[config.mk]
export PLATFORM = sky130hd
export DESIGN_NAME = mem_port_arbiter
export DESIGN_NICKNAME = d
export VERILOG_FILES = /design/src/rtl/riscv_mem_pkg.sv /design/src/rtl/mem_port_arbiter.sv
export SDC_FILE = /design/constraint.sdc
export NUM_CORES = 1
export LEC_CHECK = 0
export BUFFER_PORTS_ARGS = -buffer_cell sky130_fd_sc_hd__buf_2
export CORE_AREA = 5 5 103 105
export DETAILED_ROUTE_END_ITERATION = 10
export DIE_AREA = 0 0 108 110
export GPL_TIMING_DRIVEN = 0
export MAX_ROUTING_LAYER = met4
export PLACE_DENSITY_LB_ADDON = 0.05
export SYNTH_ARGS = -nofsm -noshare
export SYNTH_HDL_FRONTEND = slang
export SYNTH_SLANG_ARGS = --single-unit
[constraint.sdc]
create_clock -name clock -period 3.9 [get_ports clock]
set_input_delay 0.39 -clock clock [delete_from_list [all_inputs] [get_ports clock]]
set_output_delay 0.39 -clock clock [all_outputs]
set_load 0.1 [all_outputs]
[src/rtl/riscv_mem_pkg.sv]
// Shared memory-port types: owner tag, arbiter FSM states and request bundle.
// Imported by the memory-side arbiter of the datapath.
package riscv_mem_pkg;

    localparam int XLEN = 32;

    typedef enum logic {
        OWN_FETCH = 1'b0,
        OWN_DATA  = 1'b1
    } mem_owner_t;

    typedef enum logic [1:0] {
        IDLE  = 2'd0,
        ISSUE = 2'd1,
        WAIT  = 2'd2
    } mem_arb_state_t;

    typedef struct packed {
        logic [XLEN-1:0]   addr;
        logic [XLEN/8-1:0] wmask;
        logic [XLEN-1:0]   wdata;
    } mem_req_t;

endpackage

[src/rtl/mem_port_arbiter.sv]
// Shares one memory port between fetch and load/store requesters.
// Ports: clock/reset; if_req*/if_rsp* fetch side; d_req*/d_rsp* data side;
// mem_req*/mem_rsp* memory side. One transaction in flight at a time.
module mem_port_arbiter #(
    parameter int XLEN         = 32,
    parameter int STARVE_LIMIT = 4
) (
    input  logic              clock,
    input  logic              reset,
    input  logic              if_req_valid,
    output logic              if_req_ready,
    input  logic [XLEN-1:0]   if_req_addr,
    output logic              if_rsp_valid,
    output logic [XLEN-1:0]   if_rsp_rdata,
    input  logic              d_req_valid,
    output logic              d_req_ready,
    input  logic [XLEN-1:0]   d_req_addr,
    input  logic [XLEN/8-1:0] d_req_wmask,
    input  logic [XLEN-1:0]   d_req_wdata,
    output logic              d_rsp_valid,
    output logic [XLEN-1:0]   d_rsp_rdata,
    output logic              mem_req_valid,
    input  logic              mem_req_ready,
    output logic [XLEN-1:0]   mem_req_addr,
    output logic [XLEN/8-1:0] mem_req_wmask,
    output logic [XLEN-1:0]   mem_req_wdata,
    input  logic              mem_rsp_valid,
    input  logic [XLEN-1:0]   mem_rsp_rdata
);

    import riscv_mem_pkg::*;

    localparam int CW = $clog2(STARVE_LIMIT + 1);
    localparam logic [CW-1:0] LIMIT = CW'(STARVE_LIMIT);

    mem_arb_state_t r_state;
    mem_arb_state_t w_next_state;
    mem_owner_t     r_owner;
    mem_req_t       r_req;
    logic [CW-1:0]  r_starve;

    logic w_starved;
    logic w_grant_fetch;
    logic w_grant_data;
    logic w_rsp_hit;

    assign w_starved = (r_starve == LIMIT);

    // Grants are suppressed during reset so no handshake is reported
    // for a request that the reset would discard.
    always_comb begin
        w_next_state  = r_state;
        w_grant_fetch = 1'b0;
        w_grant_data  = 1'b0;
        case (r_state)
            IDLE: begin
                if (!reset) begin
                    if (if_req_valid && (!d_req_valid || w_starved)) begin
                        w_grant_fetch = 1'b1;
                    end else if (d_req_valid) begin
                        w_grant_data = 1'b1;
                    end
                    if (if_req_valid || d_req_valid) begin
                        w_next_state = ISSUE;
                    end
                end
            end
            ISSUE: begin
                if (mem_req_ready) begin
                    w_next_state = WAIT;
                end
            end
            WAIT: begin
                if (mem_rsp_valid) begin
                    w_next_state = IDLE;
                end
            end
            default: w_next_state = IDLE;
        endcase
    end

    always_ff @(posedge clock) begin
        if (reset) begin
            r_state  <= IDLE;
            r_owner  <= OWN_DATA;
            r_req    <= '0;
            r_starve <= '0;
        end else begin
            r_state <= w_next_state;
            if (w_grant_fetch) begin
                r_owner      <= OWN_FETCH;
                r_req.addr   <= if_req_addr;
                r_req.wmask  <= '0;
                r_req.wdata  <= '0;
                r_starve     <= '0;
            end else if (w_grant_data) begin
                r_owner      <= OWN_DATA;
                r_req.addr   <= d_req_addr;
                r_req.wmask  <= d_req_wmask;
                r_req.wdata  <= d_req_wdata;
                // Fetch lost this arbitration: count it, saturating.
                if (if_req_valid && !w_starved) begin
                    r_starve <= r_starve + 1'b1;
                end
            end
        end
    end

    assign if_req_ready  = w_grant_fetch;
    assign d_req_ready   = w_grant_data;

    assign mem_req_valid = (r_state == ISSUE);
    assign mem_req_addr  = r_req.addr;
    assign mem_req_wmask = r_req.wmask;
    assign mem_req_wdata = r_req.wdata;

    // Response is a combinational pass-through to the owning requester.
    assign w_rsp_hit     = (r_state == WAIT) && mem_rsp_valid && !reset;
    assign if_rsp_valid  = w_rsp_hit && (r_owner == OWN_FETCH);
    assign d_rsp_valid   = w_rsp_hit && (r_owner == OWN_DATA);
    assign if_rsp_rdata  = if_rsp_valid ? mem_rsp_rdata : '0;
    assign d_rsp_rdata   = d_rsp_valid ? mem_rsp_rdata : '0;

endmodule

After elaboration in Yosys (flattened, before gate mapping). Index checks and enable logic that the tools add are counted.

Register bits after elaboration: 74. Word-level logic and storage cells: 47. Input port bits: 138. Output and inout port bits: 137.

Add/subtract/negate cells: 1. Mux-type cells: 17. Reductions and logical operators: 16. Bitwise operators: 1. Equality and inequality tests: 6.

Operator list (count): 68-bit 2-to-1 mux (2); 32-bit 2-to-1 mux (2); 1-bit 2-to-1 mux (9); 1-bit logical AND (6); 2-bit 2-to-1 mux (3); 2-bit one-hot mux with 3 select lines (1); 2-bit inequality test, second input constant (2); 3-bit by 1-bit adder with 3-bit output, second input constant (1); 3-bit equality test, second input constant (1); 1-bit zero test (3); 3-bit AND reduction (1); 2-bit by 1-bit equality test with 1-bit output, second input constant (1); 2-bit equality test, second input constant (1); 2-bit zero test (1); 1-bit logical OR (2); 2-bit by 1-bit inequality test with 1-bit output, second input constant (1); 2-bit AND reduction (1); 2-bit nonzero test (1); 2-bit OR reduction (1); 1-bit inverter (1).

Depth between registers and ports, before layout. Gate-level depths: netlist (run 1).

Depth in word-level cells: 8. Depth in mapped cells: 8. Mapped depth without buffers: 5.

Worst setup path before layout (run 1). No wires, ideal clock.

Path kind: register -> output. From: register r_state[0]. To: output if_rsp_rdata[22]. Stages on the path, launching flop included: 6. Path slack: 0.766 ns. Arrival time: 2.744 ns. Required time: 3.510 ns. Path buffers: 2. Cells stage by stage: dfxtp_1 buf_2 nor3b_1 and3b_1 clkbuf_1 and2_1.

Cells in the longest elaborated chain, start to end: 5.

Ends and longest elaborated chain: start: declaration (RTL line mem_port_arbiter.sv:36) `mem_arb_state_t r_state;`; start signal: assignment (RTL line mem_port_arbiter.sv:89) `r_state <= w_next_state;`; 2-bit equality test (RTL line mem_port_arbiter.sv:118) `assign w_rsp_hit = (r_state == WAIT) && mem_rsp_valid && !reset;`; 1-bit logical AND (2 in series) (RTL line mem_port_arbiter.sv:118); 1-bit logical AND (RTL line mem_port_arbiter.sv:119) `assign if_rsp_valid = w_rsp_hit && (r_owner == OWN_FETCH);`; via if_rsp_valid (RTL line mem_port_arbiter.sv:13) `output logic if_rsp_valid,`; 32-bit 2-to-1 mux (RTL line mem_port_arbiter.sv:121) `assign if_rsp_rdata = if_rsp_valid ? mem_rsp_rdata : '0;`; end: declaration (RTL line mem_port_arbiter.sv:14) `output logic [XLEN-1:0] if_rsp_rdata,`.

The timed path passes the listed nets, and every way through them passes these cells.

Final worst setup path (run 1).
From: register r_state[0]. To: output if_req_ready.

Cells in the longest elaborated chain, start to end: 2.

Ends and longest elaborated chain: 2-bit zero test (RTL line mem_port_arbiter.sv:55) `case (r_state)`; 1-bit 2-to-1 mux (RTL line mem_port_arbiter.sv:55); end: declaration (RTL line mem_port_arbiter.sv:11) `output logic if_req_ready,`.

No other way between the ends.

==> run metrics, run 1 <==
DIE AREA=0.0119 sq mm; Seq/Total Area, Yosys=about two fifths; Cell Pwr Density=409 mW/mm^2; initial antenna violation count=0; Overflow after GRT=0; DR DRC count=0; syn_area_per_cell=7.92 sq um; hold depth=2; setup_tns=0 ns; number of port buffers=274; crit path DAT=2.40 ns; total track usage=22.9%; xor and xnor fraction of the mapped netlist area=0%; hpwl dp=11100 microns; Adder-Cell Fraction of Synth Area=0.685%; Synth Warn #=0; Die Y-Extent=110 microns; row count=36; core area=between 0.009 and 0.01 sq mm; final net count=886; status=completed; Main synth FF type=dfxtp_1; Total Routed Length=14100 microns; Synth Area in Simple Gates=25.4%; worst skew pair latency=0.35 ns; Max VDD drop=0.248 mV; H-tree level count=3; period utilization=71.5%; Post-CTS Setup Bufs=0; clock sink count=74; share of layout cells above drive strength 1=42.5%; fillers=956; required time worst endpoint=3.51 ns; Setup Skew=around 0.014 ns; clock tree root driver cell=clkbuf_8; CTS tree=yes; vias in the first global route=4144; Initial Utilization=38.2%; Synthesized Nets=601; largest net degree at the start of global routing=13; Routed Antenna Nets=0; Max Cap Viol=0; largest family of logic cells by synthesized area=simple AND/OR/NAND/NOR gates; # diodes=0; Syn-to-layout area delta=47.7%; Worst setup EP type=primary output; register area=0.00148 sq mm; Slew HR=63.9%; CTS Buf Count=9; Tmin final=between 2 and 3 ns; Final Cell Area=around 0.0054 sq mm; area of the multi-input gates=0.00182 sq mm; compound-gate portion of the synthesized area=23.8%; RePlAce Congestion=0.831; Die X-Extent=~110 microns; Leakage Power=0.00278 uW; Syn Inst Count=approximately 460; Placement Cell Area=0.00519 sq mm; Max Freq=359 MHz; Via density=4.98; detailed-route via count=4401; critical path class=register to primary output; ys async rst share=0%; Netlist cell types=32; hold violation count in the final report=0; CP Max Fanout=10; Critical Path Source Type=register; Post-CTS Resized=0; cts hold-fix bufs=0; length in cells of the worst reg-to-reg path=8; FF+latch count, synth=74; mux cell area share after synthesis=0%; maximum clock path buffer count=2; first-pass GRT wire length=21100 microns; final setup vio count=0; mapped cell area=0.00365 sq mm; clock slew at reported path FFs=0.07 ns; hold crit path type=input pin to register; slew at the pin closest to its max-slew limit=0.540 ns; DR iter-0 viols=roughly 230; RSZ-0062 raised after global routing=false; Pre-antenna DRT Iters=4; Slew Limit Fails=0; DR WL/cell=15.9 microns; I/O pins=275; number of flops mapped to enable cells by yosys=0
==> cells in the mapped netlist (3+ instances only) <==
cell	number	area share [%]
dfxtp_1	74	41
a21oi_1	73	10
and2_1	64	11
nand3_1	37	5.1
inv_1	34	3.5
a2111oi_0	33	7.9
nor3_1	29	4.0
clkbuf_1	27	2.8
o21ai_0	22	3.0
buf_2	17	2.3
o21ai_1	15	2.1
nor2_1	5	0.51
nor3_2	4	1.1
nand2_1	3	0.31
==> per-layer routing <==
layer / GRT usage, % / wire length [microns] / vias up
met5: - / 0 / -
met4: 7.39 / 232 / 0
met3: 6.12 / 1310 / 21
met2: 37.4 / 6670 / 193
met1: 27.7 / 5860 / 1994
li1: - / - / 2193
==> metrics by stage <==
| stage | util [%] | cells | total power, uW | hold WS, ns | setup slack (ns) |
|---|---|---|---|---|---|
| 6_report | 56.5 | 884 | 2210 | 0.266 | 1.11 |
| 5_1_grt | 56.5 | 884 | 2300 | 0.265 | 0.915 |
| 4_1_cts | 56.5 | 884 | 2220 | 0.260 | 1.07 |
| 3_5_place_dp | 54.3 | 868 | 1600 | 0.466 | 1.41 |
| 3_3_place_gp | 54.3 | 868 | 1600 | 0.458 | 1.41 |
| 2_1_floorplan | - | 461 | 1420 | 0.449 | 0.766 |
==> cell families (layout without fill, tap and decap cells) <==
| family | count (synthesis) | after routing |
|---|---|---|
| flops | 74 | 74 |
| buf+inv | 82 | 372 |
| compound gates | 146 | 146 |
| fa+ha+maj | 2 | 2 |
| simple gates | 157 | 157 |
==> registers in the layout, summed over array words and instances (netlist names) <==
register / count
mem_req_wdata: 32
r_starve: 3
mem_req_addr: 32
r_owner: 1
mem_req_wmask: 4
r_state: 2
==> final timing paths <==
path                            startpoint  slack [ns]                        endpoint
min reg2reg  mem_req_wdata[3]$_SDFFE_PP0N_        0.48   mem_req_wdata[3]$_SDFFE_PP0N_
max                r_state[0]$_SDFFE_PP0P_        1.11                    if_req_ready
max reg2reg       r_starve[0]$_SDFFE_PP0P_        1.78  mem_req_wdata[14]$_SDFFE_PP0N_
min                          mem_req_ready        0.27         r_state[0]$_SDFFE_PP0P_
==> placed cells by master, fill, tap and decap left out <==
cell type    n
nor4b_4      1
buf_6        2
inv_6        1
clkbuf_2     1
inv_1       34
nor3b_1      2
or3b_1       1
clkbuf_8    11
o21ai_1     15
ha_1         2
nand4_1      2
and2_1      64
or4b_1       1
clkbuf_1    28
buf_2      291
nor2b_1      1
a21oi_1     73
nor3_1      29
clkinv_2     2
buf_4        1
nor3_2       4
nor2_2       1
and3_1       2
o21bai_2     1
or3_1        1
and3b_1      2
bufinv_16    1
nand3_1     37
nor2_1       5
or2_2        1
o21ai_0     22
dfxtp_1     74
a21boi_2     1
a2111oi_0   33
o21bai_1     1
nand2_1      3
==> cell type report <==
class                   count  share of cell area (%)
inverters                  34                    2.37
flip-flops and latches     74                    27.5
well taps                 133                    3.09
multi-input cells         305                    33.8
plain buffers              48                    4.11
clock buffers              12                    2.88
clock inverters             4                   0.905
repair buffers            274                    25.4
==> critical path, cell delays in order, from the launching register on <==
cell     delay, ns
dfxtp_1       0.31
buf_2         0.18
or3b_1        0.35
buf_2         0.17
nor3_2        0.28
buf_2         0.28
buf_2         0.47
==> power by group <==
| group | leakage, uW | switching, uW | internal (uW) |
|---|---|---|---|
| Clock | 0.000107 | 288 | 331 |
| Sequential | 0.000609 | 27.6 | 812 |
| Combinational | 0.00206 | 593 | 154 |
| Total | 0.00278 | 909 | 1300 |
Note: power is estimated with default switching activity, not from simulation.
==> run 2: changes to the inputs <==
--- a/config.mk
+++ b/config.mk
@@ -6,9 +6,9 @@
 export NUM_CORES = 1
 export LEC_CHECK = 0
 export BUFFER_PORTS_ARGS = -buffer_cell sky130_fd_sc_hd__buf_2
-export CORE_AREA = 5 5 103 105
+export CORE_AREA = 5 5 105 107
 export DETAILED_ROUTE_END_ITERATION = 10
-export DIE_AREA = 0 0 108 110
+export DIE_AREA = 0 0 110 112
 export GPL_TIMING_DRIVEN = 0
 export MAX_ROUTING_LAYER = met4
 export PLACE_DENSITY_LB_ADDON = 0.05
==> constraint.sdc (replaced) <==
create_clock -name clock -period 2.6 [get_ports clock]
set_input_delay 0.26 -clock clock [delete_from_list [all_inputs] [get_ports clock]]
set_output_delay 0.26 -clock clock [all_outputs]
set_load 0.1 [all_outputs]
==> run 2 against run 1 <==
  * Die area rose by 3.7%
  * Total power rose by 54%
  * Wire length is 0.18% higher
  * Sequential power increased by 50%
  * Register-to-register slack got worse by 1.3 ns
  * Clock power up 63%
  * Largest cell class unchanged
==> run metrics, run 2 (synthesis results as in run 1) <==
hold crit path type=input pin to register; critical path depth in cells=6; core area=0.0100 sq mm; Overflow after GRT=0; worst-path cell chain=buf_2 > or3b_1 > buf_2 > nor3_4 > buf_2 > buf_4; Setup Skew=0.0109 ns; DR WL/cell=15.9 microns; final setup vio count=0; detailed-route via count=4370; Tot Pwr=3400 uW; DR iter-0 viols=215; status=completed; crit-path leading delay family=buffers and inverters; vias in the first global route=around 4200; Die Y-Extent=112 microns; Post-CTS Setup Bufs=0; Max Cap Viol=0; CTS Buf Count=9; RR Endpoint=mem_req_wdata[10]$_SDFFE_PP0N_; first-pass GRT wire length=21300 microns; hold violation count in the final report=0; Initial Utilization=36.3%; required time worst endpoint=2.34 ns; CP Max Fanout=10; final core occ=54.9%; Place WS=0.320 ns; reg-to-reg startpoint=r_starve[0]$_SDFFE_PP0P_; I/O pins=275; Via density=4.92; clock sink count=74; min-delay src=mem_req_ready; Max Freq=411 MHz; most used cell, CP=buf_2; crit path DAT=2.17 ns; flop2flop setup slack=between 0.4 and 0.5 ns; number of port buffers=274; Routed Antenna Nets=0; Worst Setup EP=if_req_ready; Max VDD drop=0.323 mV; CP bufs+invs=4; row count=37; Tmin final=roughly 2.4 ns; hpwl dp=11000 microns; commonest non-fill, non-tap cell in the layout=buf_2; Cell Pwr Density=616 mW/mm^2; most frequent cells in the layout=259 x buf_2, 74 x dfxtp_1, 73 x a21oi_1; slew at the pin closest to its max-slew limit=0.612 ns; worst skew pair latency=0.34 ns; Leakage Power=approximately 0.0028 uW; critical path startpoint=r_state[0]$_SDFFE_PP0P_; Slew Limit Fails=0; Total Routed Length=about 14000 microns; clock slew at reported path FFs=0.08 ns; total track usage=~22%; length in cells of the worst reg-to-reg path=8; RePlAce Congestion=just over 0.8; Slew HR=59.0%; Placement Cell Area=0.00520 sq mm; Critical Path Max Stage Delay=around 0.35 ns; Final Cell Area=0.00552 sq mm; Die X-Extent=110 microns; maximum clock path buffer count=2; H-tree level count=3; DIE AREA=about 0.012 sq mm; critical path class=register to primary output; Critical Path Source Type=register; slack of the critical path=0.169 ns; CP max stage cell=or3b_1; RSZ-0062 raised after global routing=false; Pre-antenna DRT Iters=4; setup_tns=0 ns; share of layout cells above drive strength 1=a little over two fifths; clock tree root driver cell=clkbuf_8; Worst setup EP type=primary output; DR DRC count=0; CTS tree=yes; period utilization=93.5%; initial antenna violation count=1; Syn-to-layout area delta=51.1%; hold depth=2; largest net degree at the start of global routing=14; final net count=886
==> run 2: layer usage <==
metal	up-vias	share of wire [%]	GRT usage [%]
met2	187	48	35.7
met3	11	8.7	5.62
li1	2195	-	-
met1	1977	42	27.2
met5	-	0	-
met4	0	0.96	5.32
==> run 2: report_power, final <==
group          internal (uW)  switching, uW  total [uW]
sequential              1220           43.6        1260
combinational            233            889        1120
clock                    569            444        1010
total                   2020           1380        3400
==> run 2: layout make-up <==
class,count,area [sq um]
buffer,48,230
clock buffer,10,138
sequential,74,1480
antenna,1,2.50
inverter,34,128
clock inverter,6,87.6
multi-input combinational,305,1830
timing repair buffer,274,1450
tap,136,170
fill,1031,4530
==> run 2: worst min path at each step <==
stage,endpoint
floorplan,r_state[0]$_SDFFE_PP0P_
global placement,r_starve[1]$_SDFFE_PP0P_
detailed placement,mem_req_wdata[7]$_SDFFE_PP0N_
CTS,r_state[0]$_SDFFE_PP0P_
global route,r_state[0]$_SDFFE_PP0P_
finish,r_state[0]$_SDFFE_PP0P_
==> run 2: worst reg2reg max path: cells and delay by family (launching register included) <==
| kind | cells | cell delay, ns |
|---|---|---|
| buf+inv | 4 | 1.07 |
| flops | 1 | 0.33 |
| compound gates | 2 | 0.29 |
| fa+ha+maj | 1 | 0.23 |
| simple gates | 1 | 0.17 |
==> run 2: what timing repair did <==
item                       4_1_cts  5_1_grt
gates resized for setup          1       42
setup endpoints to repair        1       47
pin swaps                        0        0
hold buffers                     0        0
==> run 2: metrics by stage <==
step | hold WS [ns] | cells
floorplan | 0.378 | 461
global placement | 0.457 | 871
detailed placement | 0.464 | 871
CTS | 0.121 | 887
global route | 0.133 | 888
finish | 0.144 | 888
==> run 3: changes to the inputs <==
--- a/config.mk
+++ b/config.mk
@@ -11,7 +11,7 @@
 export DIE_AREA = 0 0 110 112
 export GPL_TIMING_DRIVEN = 0
 export MAX_ROUTING_LAYER = met4
-export PLACE_DENSITY_LB_ADDON = 0.05
+export PLACE_DENSITY = 0.81
 export SYNTH_ARGS = -nofsm -noshare
 export SYNTH_HDL_FRONTEND = slang
 export SYNTH_SLANG_ARGS = --single-unit
==> run 3 against run 2 <==
  * Setup slack lost 0.011 ns
  * First-iteration DRC count grew 34%
  * Sequential share of layout area is essentially flat
  * Critical path depth is the same
  * Non-clock buffer count is the same
  * Sequential cell count is the same
  * Final area is essentially flat
  * Die area is the same
  * Global-route usage shrank 0.65 points
  * Largest power group unchanged
==> run metrics, run 3 (synthesis results as in run 1) <==
I/O pins=275; DR iter-0 viols=289; Max VDD drop=between 0.4 and 0.5 mV; DIE AREA=0.0123 sq mm; Die X-Extent=110 microns; Critical Path Source Type=register; hpwl dp=10700 microns; clock sink count=74; worst-path cell chain=buf_2 > or3b_1 > buf_2 > nor3_4 > buf_2 > buf_4; largest net degree at the start of global routing=13; Post-CTS Setup Bufs=0; clock slew at reported path FFs=0.08 ns; Internal Power=2090 uW; Overflow after GRT=0; combinational power share=between 30% and 40%; Critical Path Max Stage Delay=0.35 ns; Leakage Power=around 0.0028 uW; Max Freq=roughly 410 MHz; Place WS=0.287 ns; Via density=between 4 and 5; commonest non-fill, non-tap cell in the layout=buf_2; # diodes=0; required time worst endpoint=2.34 ns; most frequent cells in the layout=261 x buf_2, 74 x dfxtp_1, 73 x a21oi_1; core area=approximately 0.01 sq mm; CP bufs+invs=4; final setup vio count=0; Total Routed Length=between 10000 and 15000 microns; length in cells of the worst reg-to-reg path=8; Setup Skew=0.0141 ns; setup_tns=0 ns; final core occ=54.9%; status=completed; period utilization=93.9%; Clock power frac=30.9%; Routed Antenna Nets=0; detailed-route via count=4401; final net count=~890; flop2flop setup slack=0.47 ns; vias in the first global route=around 4000; Syn-to-layout area delta=51.1%; hold violation count in the final report=0; Finished Layout Cells=886; most used cell, CP=buf_2; slew at the pin closest to its max-slew limit=0.561 ns; Tmin final=2.44 ns; DR WL/cell=15.6 microns; NetSw=between 1000 and 1500 uW; part of the power in registers=between 30% and 40%; row count=37; initial antenna violation count=0; hold depth=2; worst skew pair latency=0.34 ns; hold endpoint=r_state[0]$_SDFFE_PP0P_; total track usage=21.4%; crit-path leading delay family=buffers and inverters; RR Endpoint=mem_req_wdata[13]$_SDFFE_PP0N_; maximum clock path buffer count=2; number of port buffers=274; RSZ-0062 raised after global routing=false; min-delay src=mem_req_ready; first-pass GRT wire length=between 20000 and 25000 microns; DR DRC count=0; Slew Limit Fails=0; Die Y-Extent=112 microns; Sw Share=39.5%; CTS tree=yes; Slew HR=roughly 62%; share of layout cells above drive strength 1=43.3%; crit path DAT=2.18 ns; Worst setup EP type=primary output; hold crit path type=input pin to register; Max Cap Viol=0; slack of the critical path=0.158 ns; clock tree root driver cell=clkbuf_8; Cell Pwr Density=625 mW/mm^2; CP max stage cell=or3b_1; # placed instances=871; critical path class=register to primary output; Initial Utilization=36.3%; RePlAce Congestion=around 0.85; H-tree level count=3; CTS Buf Count=9; reg-to-reg startpoint=r_starve[0]$_SDFFE_PP0P_; Pre-antenna DRT Iters=4; CP Max Fanout=10
==> run 3: changes by cell type in the layout (fill, tap and decap cells not counted) <==
cell | before | now
clkbuf_8 | 10 | 9
bufinv_16 | 2 | 3
buf_2 | 259 | 261
inv_6 | 1 | 0
clkbuf_1 | 20 | 22
clkinv_2 | 2 | 1
diode_2 | 1 | 0
clkbuf_4 | 31 | 29
clkbuf_2 | 8 | 7
==> run 3: what timing repair did <==
item	in CTS	in global routing
hold buffers	0	0
resized for setup	1	38
endpoints found under the setup margin	1	43
==> run 3: worst reg2reg max path, cell delays in order, from the launching register on <==
cell	delay, ns
dfxtp_1	0.33
inv_1	0.08
ha_1	0.23
and3_1	0.17
clkbuf_1	0.28
buf_2	0.30
clkbuf_1	0.37
o21ai_0	0.13
a21oi_1	0.18
==> run 3: worst max-delay path by stage <==
| stage | slack (ns) | cells after the start | from | to |
|---|---|---|---|---|
| floorplan | 0.09 | 5 | r_state[0]$_SDFFE_PP0P_ | if_rsp_rdata[22] |
| global placement | 0.31 | 6 | r_state[1]$_SDFFE_PP0P_ | if_req_ready |
| detailed placement | 0.29 | 6 | r_state[0]$_SDFFE_PP0P_ | if_req_ready |
| CTS | 0.04 | 6 | r_state[1]$_SDFFE_PP0P_ | if_req_ready |
| global route | 0.0003 | 6 | r_state[0]$_SDFFE_PP0P_ | if_rsp_rdata[10] |
| finish | 0.16 | 6 | r_state[0]$_SDFFE_PP0P_ | if_req_ready |
==> run 3: area by class of cell <==
type	instances	area (sq um)
repair buffers	274	1450
clock inverters	5	104
plain buffers	48	229
inverters	34	128
clock buffers	10	128
fillers	989	4530
well taps	136	170
flip-flops and latches	74	1480
multi-input cells	305	1830
==> run 3: routing by layer <==
metal	share of wire [%]	global-route usage [%]	up-vias
met5	0	-	-
met1	42	27.2	2014
met3	8.3	5.22	14
met2	49	34.1	184
li1	-	-	2189
met4	1.2	4.90	0
==> run 3: power groups by stage <==
stage          sequential (uW)  clock (uW)  combinational (uW)
6_report                  1260        1070                1120
5_1_grt                   1270        1140                1180
4_1_cts                   1260        1100                1120
3_5_place_dp              1280           0                1120
3_3_place_gp              1280           0                1110
2_1_floorplan             1860           0                 275
==> run 3: per-stage QoR <==
step                      instance area, sq um  hold WS (ns)  total power, uW
after CTS                                 5430         0.134             3480
after global routing                      5520         0.134             3590
after global placement                    5200         0.460             2400
final                                     5520         0.158             3450
after detailed placement                  5200         0.466             2400
after floorplan                           3660         0.378             2140
